## config.mk

```make
export PLATFORM = sky130hd
export DESIGN_NAME = assoc_mem_scan
export DESIGN_NICKNAME = d
export VERILOG_FILES = /design/src/rtl/assoc_mem_scan.sv
export SDC_FILE = /design/constraint.sdc
export NUM_CORES = 2
export LEC_CHECK = 0
export CORE_AREA = 2 2 428 430
export CTS_BUF_LIST = sky130_fd_sc_hd__clkbuf_8
export DETAILED_ROUTE_END_ITERATION = 10
export DIE_AREA = 0 0 430 432
export SLEW_MARGIN = 25
export SYNTH_ARGS = -nofsm -noshare
export SYNTH_HDL_FRONTEND = slang
export SYNTH_SLANG_ARGS = --single-unit
```

## constraint.sdc

```tcl
create_clock -name clk_i -period 25.8 [get_ports clk_i]
set_clock_uncertainty 0.05 [all_clocks]
set_input_delay 2.58 -clock clk_i [delete_from_list [all_inputs] [get_ports clk_i]]
set_output_delay 2.58 -clock clk_i [all_outputs]
set_load 0.05 [all_outputs]
```

## src/rtl/assoc_mem_scan.sv

```systemverilog
// Associative-memory search: accumulates Hamming distances between a query HV and
// streamed class HVs, then scans the scores for the nearest class and a confidence margin.
//
// state | meaning
// IDLE  | waiting for am_start_i, config latched on start
// ACCUM | accepting class HVs, one score update per handshake
// SCAN  | one score examined per cycle, best/second-best tracked
// OUT   | prediction valid, held until predict_ready_i
module assoc_mem_scan #(
    parameter int HVDimension = 512,
    parameter int NumClasses  = 32,
    parameter int ScoreWidth  = 16,
    parameter int PassWidth   = 5,
    localparam int IdxWidth   = $clog2(NumClasses)
) (
    input  logic                   clk_i,
    input  logic                   rst_i,
    input  logic [HVDimension-1:0] query_hv_i,
    input  logic                   am_start_i,
    input  logic                   abort_i,
    output logic                   am_busy_o,
    output logic                   am_stall_o,
    input  logic [HVDimension-1:0] class_hv_i,
    input  logic                   class_hv_valid_i,
    output logic                   class_hv_ready_o,
    input  logic [IdxWidth:0]      num_class_i,
    input  logic [PassWidth-1:0]   num_pass_i,
    input  logic [ScoreWidth-1:0]  margin_thresh_i,
    output logic [IdxWidth-1:0]    predict_o,
    output logic [ScoreWidth-1:0]  predict_score_o,
    output logic [ScoreWidth-1:0]  predict_margin_o,
    output logic                   predict_reject_o,
    output logic                   predict_valid_o,
    input  logic                   predict_ready_i
);

    typedef enum logic [1:0] {ST_IDLE, ST_ACCUM, ST_SCAN, ST_OUT} state_e;

    localparam logic [IdxWidth:0] NcMax = (IdxWidth+1)'(NumClasses);
    localparam logic [IdxWidth:0] NcOne = (IdxWidth+1)'(1);

    state_e                state_q;
    logic [ScoreWidth-1:0] score_q [NumClasses];
    logic [IdxWidth-1:0]   class_cnt_q, last_class_q, scan_idx_q, best_idx_q;
    logic [PassWidth-1:0]  pass_cnt_q, last_pass_q;
    logic [ScoreWidth-1:0] thresh_q, best_q, second_q;

    logic [HVDimension-1:0] diff;
    logic [ScoreWidth-1:0]  pop;
    logic [ScoreWidth:0]    acc_sum;
    logic [ScoreWidth-1:0]  acc_sat;
    logic [IdxWidth:0]      nc_clamp;
    logic [IdxWidth-1:0]    start_last_class;
    logic [PassWidth-1:0]   start_last_pass;
    logic [ScoreWidth-1:0]  scan_score, best_nxt, second_nxt, margin_nxt;
    logic [IdxWidth-1:0]    best_idx_nxt;
    logic                   hs;

    assign am_busy_o        = (state_q != ST_IDLE);
    assign am_stall_o       = am_busy_o && am_start_i;
    assign class_hv_ready_o = (state_q == ST_ACCUM);
    assign predict_valid_o  = (state_q == ST_OUT);
    assign hs               = (state_q == ST_ACCUM) && class_hv_valid_i;

    always_comb begin
        diff = query_hv_i ^ class_hv_i;
        pop  = '0;
        for (int i = 0; i < HVDimension; i++) begin
            pop = pop + ScoreWidth'(diff[i]);
        end
        acc_sum = {1'b0, score_q[class_cnt_q]} + {1'b0, pop};
        acc_sat = acc_sum[ScoreWidth] ? '1 : acc_sum[ScoreWidth-1:0];
    end

    always_comb begin
        if (num_class_i == '0)        nc_clamp = NcOne;
        else if (num_class_i > NcMax) nc_clamp = NcMax;
        else                          nc_clamp = num_class_i;
        start_last_class = IdxWidth'(nc_clamp - NcOne);
        start_last_pass  = (num_pass_i == '0) ? '0 : num_pass_i - PassWidth'(1);
    end

    // Strict less-than keeps the lowest index on ties; an equal score still lands in second.
    always_comb begin
        scan_score   = score_q[scan_idx_q];
        best_nxt     = best_q;
        second_nxt   = second_q;
        best_idx_nxt = best_idx_q;
        if (scan_idx_q == '0) begin
            best_nxt     = scan_score;
            second_nxt   = '1;
            best_idx_nxt = '0;
        end else if (scan_score < best_q) begin
            best_nxt     = scan_score;
            second_nxt   = best_q;
            best_idx_nxt = scan_idx_q;
        end else if (scan_score < second_q) begin
            second_nxt   = scan_score;
        end
        margin_nxt = (last_class_q == '0) ? '1 : second_nxt - best_nxt;
    end

    always_ff @(posedge clk_i) begin
        if (rst_i) begin
            state_q          <= ST_IDLE;
            for (int c = 0; c < NumClasses; c++) score_q[c] <= '0;
            class_cnt_q      <= '0;
            pass_cnt_q       <= '0;
            last_class_q     <= '0;
            last_pass_q      <= '0;
            scan_idx_q       <= '0;
            thresh_q         <= '0;
            best_q           <= '0;
            second_q         <= '0;
            best_idx_q       <= '0;
            predict_o        <= '0;
            predict_score_o  <= '0;
            predict_margin_o <= '0;
            predict_reject_o <= 1'b0;
        end else if (abort_i) begin
            state_q <= ST_IDLE;
        end else begin
            case (state_q)
                ST_IDLE: begin
                    if (am_start_i) begin
                        state_q      <= ST_ACCUM;
                        for (int c = 0; c < NumClasses; c++) score_q[c] <= '0;
                        class_cnt_q  <= '0;
                        pass_cnt_q   <= '0;
                        last_class_q <= start_last_class;
                        last_pass_q  <= start_last_pass;
                        thresh_q     <= margin_thresh_i;
                    end
                end
                ST_ACCUM: begin
                    if (hs) begin
                        score_q[class_cnt_q] <= acc_sat;
                        if (class_cnt_q == last_class_q) begin
                            class_cnt_q <= '0;
                            if (pass_cnt_q == last_pass_q) begin
                                state_q    <= ST_SCAN;
                                scan_idx_q <= '0;
                            end else begin
                                pass_cnt_q <= pass_cnt_q + PassWidth'(1);
                            end
                        end else begin
                            class_cnt_q <= class_cnt_q + IdxWidth'(1);
                        end
                    end
                end
                ST_SCAN: begin
                    best_q     <= best_nxt;
                    second_q   <= second_nxt;
                    best_idx_q <= best_idx_nxt;
                    if (scan_idx_q == last_class_q) begin
                        state_q          <= ST_OUT;
                        predict_o        <= best_idx_nxt;
                        predict_score_o  <= best_nxt;
                        predict_margin_o <= margin_nxt;
                        predict_reject_o <= (margin_nxt < thresh_q);
                    end else begin
                        scan_idx_q <= scan_idx_q + IdxWidth'(1);
                    end
                end
                ST_OUT: begin
                    if (predict_ready_i) state_q <= ST_IDLE;
                end
                default: state_q <= ST_IDLE;
            endcase
        end
    end

endmodule
```

**After elaboration in Yosys (flattened, before gate mapping)**

Memory sizes are Yosys's and may differ from the RTL's. A register that Yosys moved wholly into a read port is not among the register bits.
Index checks and enable logic that the tools add are counted.
Widths: inputs -> output; s select.

- Flip-flop bits (word level): 118
- Latch bits: 0
- RAM bits: 512
- ROM bits: 0
- Bits of input ports: 1057
- Output and inout port bits: 42
- Memories: 1

- Add/sub/neg operators: 518
- $mul: 0
- Divide/modulo/power cells: 0
- Magnitude comparators: 4
- Eq/ne operators: 14
- Shift-type cells: 0
- Mux-type cells: 83
- Bitwise operators: 34
- Reduce and logical (&&, ||, !) cells: 19

Memories:

| name | depth | bits a word | read ports | clocked after Yosys merged registers in | write ports | RTL line | RTL |
|---|---|---|---|---|---|---|---|
| score_q | 32 | 16 | 2 | 2 | 32 | 43 | `logic [ScoreWidth-1:0] score_q [NumClasses];` |

Operator list:

| operator | count |
|---|---|
| $add 16x1->16 | 496 |
| $mux 16 | 40 |
| $xor 512x512->512 | 1 |
| $mux 5 | 20 |
| $lt 16x16->1 | 3 |
| $or 1x1->1 | 32 |
| $pmux 5 s2 | 3 |
| $reduce_and 6->1 | 3 |
| $add 16x16->17 | 1 |
| $add 15x1->16 | 1 |
| $reduce_or 16->1 | 1 |
| $sub 16x16->16 | 1 |
| $add 14x1->15 | 1 |
| $add 5x1->5 const B | 3 |
| $eq 5x5->1 | 3 |
| $logic_not 5->1 | 3 |
| $add 13x1->14 | 1 |
| $add 12x1->13 | 1 |
| $mux 1 | 13 |
| $add 11x1->12 | 1 |
| $mux 2 | 6 |
| $add 10x1->11 | 1 |
| $add 9x1->10 | 1 |
| $sub 5x1->5 const B | 2 |
| other kinds (23) | 34 |

**Logic depth before layout (Yosys ltp)**

- Depth in word-level cells: 515
- Depth in mapped cells: 39
- Gate-level depth less buffers: 37

**Worst setup path after synthesis**

OpenSTA, ideal clock, no wires.

- Path type: input to register
- From: input port class_hv_i[501]
- To: memory score_q[0][10] (data pin)
- Library setup time: 0.266 ns
- Arrival time: 12.667 ns
- Required time: 25.484 ns
- Slack: 12.817 ns
- Stages on the path: 39
- Buffers on the path: 2
- Cells stage by stage: xor2_1 > fa_1 > inv_1 > fa_1 > fa_1 > inv_1 > fa_1 > inv_1 > fa_1 > inv_1 > fa_1 > inv_1 > fa_1 > inv_1 > fa_1 > fa_1 > inv_1 > fa_1 > (+3 left out) > fa_1 > fa_1 > inv_1 > fa_1 > fa_1 > a21o_1 > a21oi_1 > o21bai_1 > a21oi_1 > o21bai_1 > a211oi_1 > o21ai_1 > a31oi_1 > a21oi_1 > clkbuf_1 > nor2_1 > buf_2 > nor2_1

RTL lines:

| element | RTL line | RTL |
|---|---|---|
| start, declared | 23 | `input logic [HVDimension-1:0] class_hv_i,` |
| end, declared | 43 |  |

==> flow_summary.yaml <==
status:
  status: "completed"
sta:
  fin_setup_tns_ps: 0
  rsz0062_at_grt: "no"
  worst_pin_slew_ps: 1170
  drv_slew: 0
  fin_crit_ps: 14150
  setup_viol: 0
  hold_viol_final: 0
  max_clock_freq_ghz: 0.0707
  whs_ps: 408
  slew_headroom_pct: 22.1
  period_share_pct: 54.8
floorplanning:
  die_area_um2: 186000
  placementRows: 157
  die_w_um: 430
  start_util_pct: 28.3
  ios: 1099
  die_y_um: 432
  core_um2: 182000
cts:
  cts-buffers-inserted: 107
  cts.path.max_buffers: 3
  htree_levels: 3
  path_clk_slew_ps: 60
  cts.sinks: 640
  clkLatencyLatePin_ps: 800
  cts-root-buf: "clkbuf_8"
  cts_tree: "yes"
  holdBufCountCts: 0
  cts_resized: 0
  cts_setup_buffers: 0
worst_setup_path:
  critPathLaunchType: "primary input"
  arrival_ps: 14580
  cp_max_fo: 32
  path_class: "primary input to register"
  slowest_stage: "xnor2_1"
  cp_common_cell: "fa_1"
  critPathRequiredTime_ps: 26230
  crit_path_max_incr_delay_ps: 830
  cp-end-kind: "register"
job:
  cap_viol_max_count: 0
grt:
  antenna_found_initial: 331
  grt_overflow: 0
  grt_pass1_vias: 41188
  gr-usage-all-layers_pct: 34.1
  grt_pass1_wl_mm: 407
  grt_max_degree: 92
route:
  drt_iter0_drc: 5340
  drcViolationCount: 0
  antenna_left: 0
  via_count: 41307
  vias_per_cell: 5.17
  wl_per_cell_um: 40.2
  drt_pass1_iterations: 6
  wirelength_mm: 321
synth:
  yosysUniqueCellTypes: 65
  yosysSeqAreaShare_pct: 34.9
  synthMostInstantiatedCell: "nor2_1"
  syn_nets: 5987
  synth_area_um2: 51400
  async_reset_ff_share_pct: 0
  ys.flop_type: "edfxtp_1"
  yosysWarnings: 0
  synthTopCellsByArea: "edfxtp_1, fa_1, mux4_2, dfxtp_1, xor2_1"
  synth_top_area_share_pct: 29.9
  synth_seq_cells: 640
  yosysTopAreaCell: "edfxtp_1"
  synth-edff-count: 512
  ys_top_cells_by_count: "nor2_1, inv_1, edfxtp_1"
  synth.avg_cell_area_um2: 12.1
  synthCells: 4259
final_layout:
  nNetsFinal: 7061
  area_delta_synth_final_pct: 31.7
  fillerInstances: 17980
  final_core_util_pct: 37.2
  drive_gt1_share_pct: 11.1
placed_design:
  io_buffer_count: 1098
  dp_hpwl_mm: 273
  place_congestion: 1.21
hold_path:
  hold_path_class: "register to register"
## cells by family (layout without fill, tap and decap cells)
logic type	Yosys count	count (layout)	synth area share [%]
adders and majority gates	671	671	23.6
and+or+nand+nor	972	972	7.73
other	0	177	0
muxes	393	393	15.3
buffers and inverters	788	1951	5.96
DFF	640	640	34.9
xor gates and xnor gates	558	558	9.52
AOI/OAI and AO/OA	237	237	2.90
## through the flow
stage	cells	area (um^2)	worst slack, ps
after detailed placement	7609	65300	10980
after global placement	7609	65200	10680
after global routing	7922	67500	11150
after floorplan	4259	51400	12820
after CTS	7807	67200	11770
final	7984	67700	11650
## registers in the layout (all words and copies together), names as in the netlist, 16 cells and up, named ones only
| signal | count |
|---|---|
| score_q | 512 |
| predict_margin_o | 16 |
| second_q | 16 |
| predict_score_o | 16 |
| best_q | 16 |
| thresh_q | 16 |
## layout by cell type (no fill, tap or decap), types with 18 or more instances in the layout
cell type | Yosys | routed
a211oi_1 | 28 | 28
nand3_1 | 18 | 18
xor2_1 | 291 | 291
nor2_1 | 618 | 607
o211ai_1 | 19 | 19
nor3_1 | 31 | 31
o21ai_0 | 32 | 32
nand2_1 | 212 | 207
clkinv_1 | 0 | 36
mux4_2 | 311 | 311
edfxtp_1 | 512 | 512
clkdlybuf4s50_1 | 0 | 1097
ha_1 | 171 | 171
a21oi_1 | 77 | 75
mux2i_1 | 49 | 49
xnor2_1 | 266 | 265
diode_2 | 0 | 177
buf_4 | 2 | 83
nor2b_1 | 29 | 27
fa_1 | 500 | 500
dfxtp_1 | 128 | 119
mux2_2 | 30 | 30
clkbuf_8 | 0 | 111
inv_1 | 569 | 601
## layer usage
metal  vias up  track usage, %  share of wire (%)
li1      16652               -                  -
met1     20552            37.0                 33
met2      3094            52.2                 43
met3       881            13.5                 12
met4       128            29.2                 11
met5         -           0.130               0.25
## final timing paths
check	cells past startpoint	startpoint	endpoint	slack, ps
max reg2reg	33	register	score_q[16][2]	12880
min	2	best_idx_q[4]	best_idx_q[4]	410
min reg2reg	2	best_idx_q[4]	best_idx_q[4]	410
max	35	query_hv_i[439]	score_q[16][2]	11650
## worst max-delay path, delay by kind of cell
family,cells,cell delay (ps)
compound gates,9,2060
xor+xnor,1,830
buf+inv,8,830
fa+ha+maj,15,7460
simple gates,2,780
## cell type report
class / count / area, um^2 / area share [%]
inverters: 570 / 2140 / 3.16
clock buffers: 111 / 1530 / 2.26
repair buffers: 1183 / 11600 / 17.2
well taps: 2385 / 2980 / 4.41
clock inverters: 87 / 438 / 0.647
diodes: 177 / 443 / 0.654
multi-input cells: 2831 / 30500 / 45.1
flip-flops and latches: 640 / 18000 / 26.5
Power is left out: the tool's default activity adds up to more than one toggle a clock period on the data nets, which glitch-free logic cannot reach.
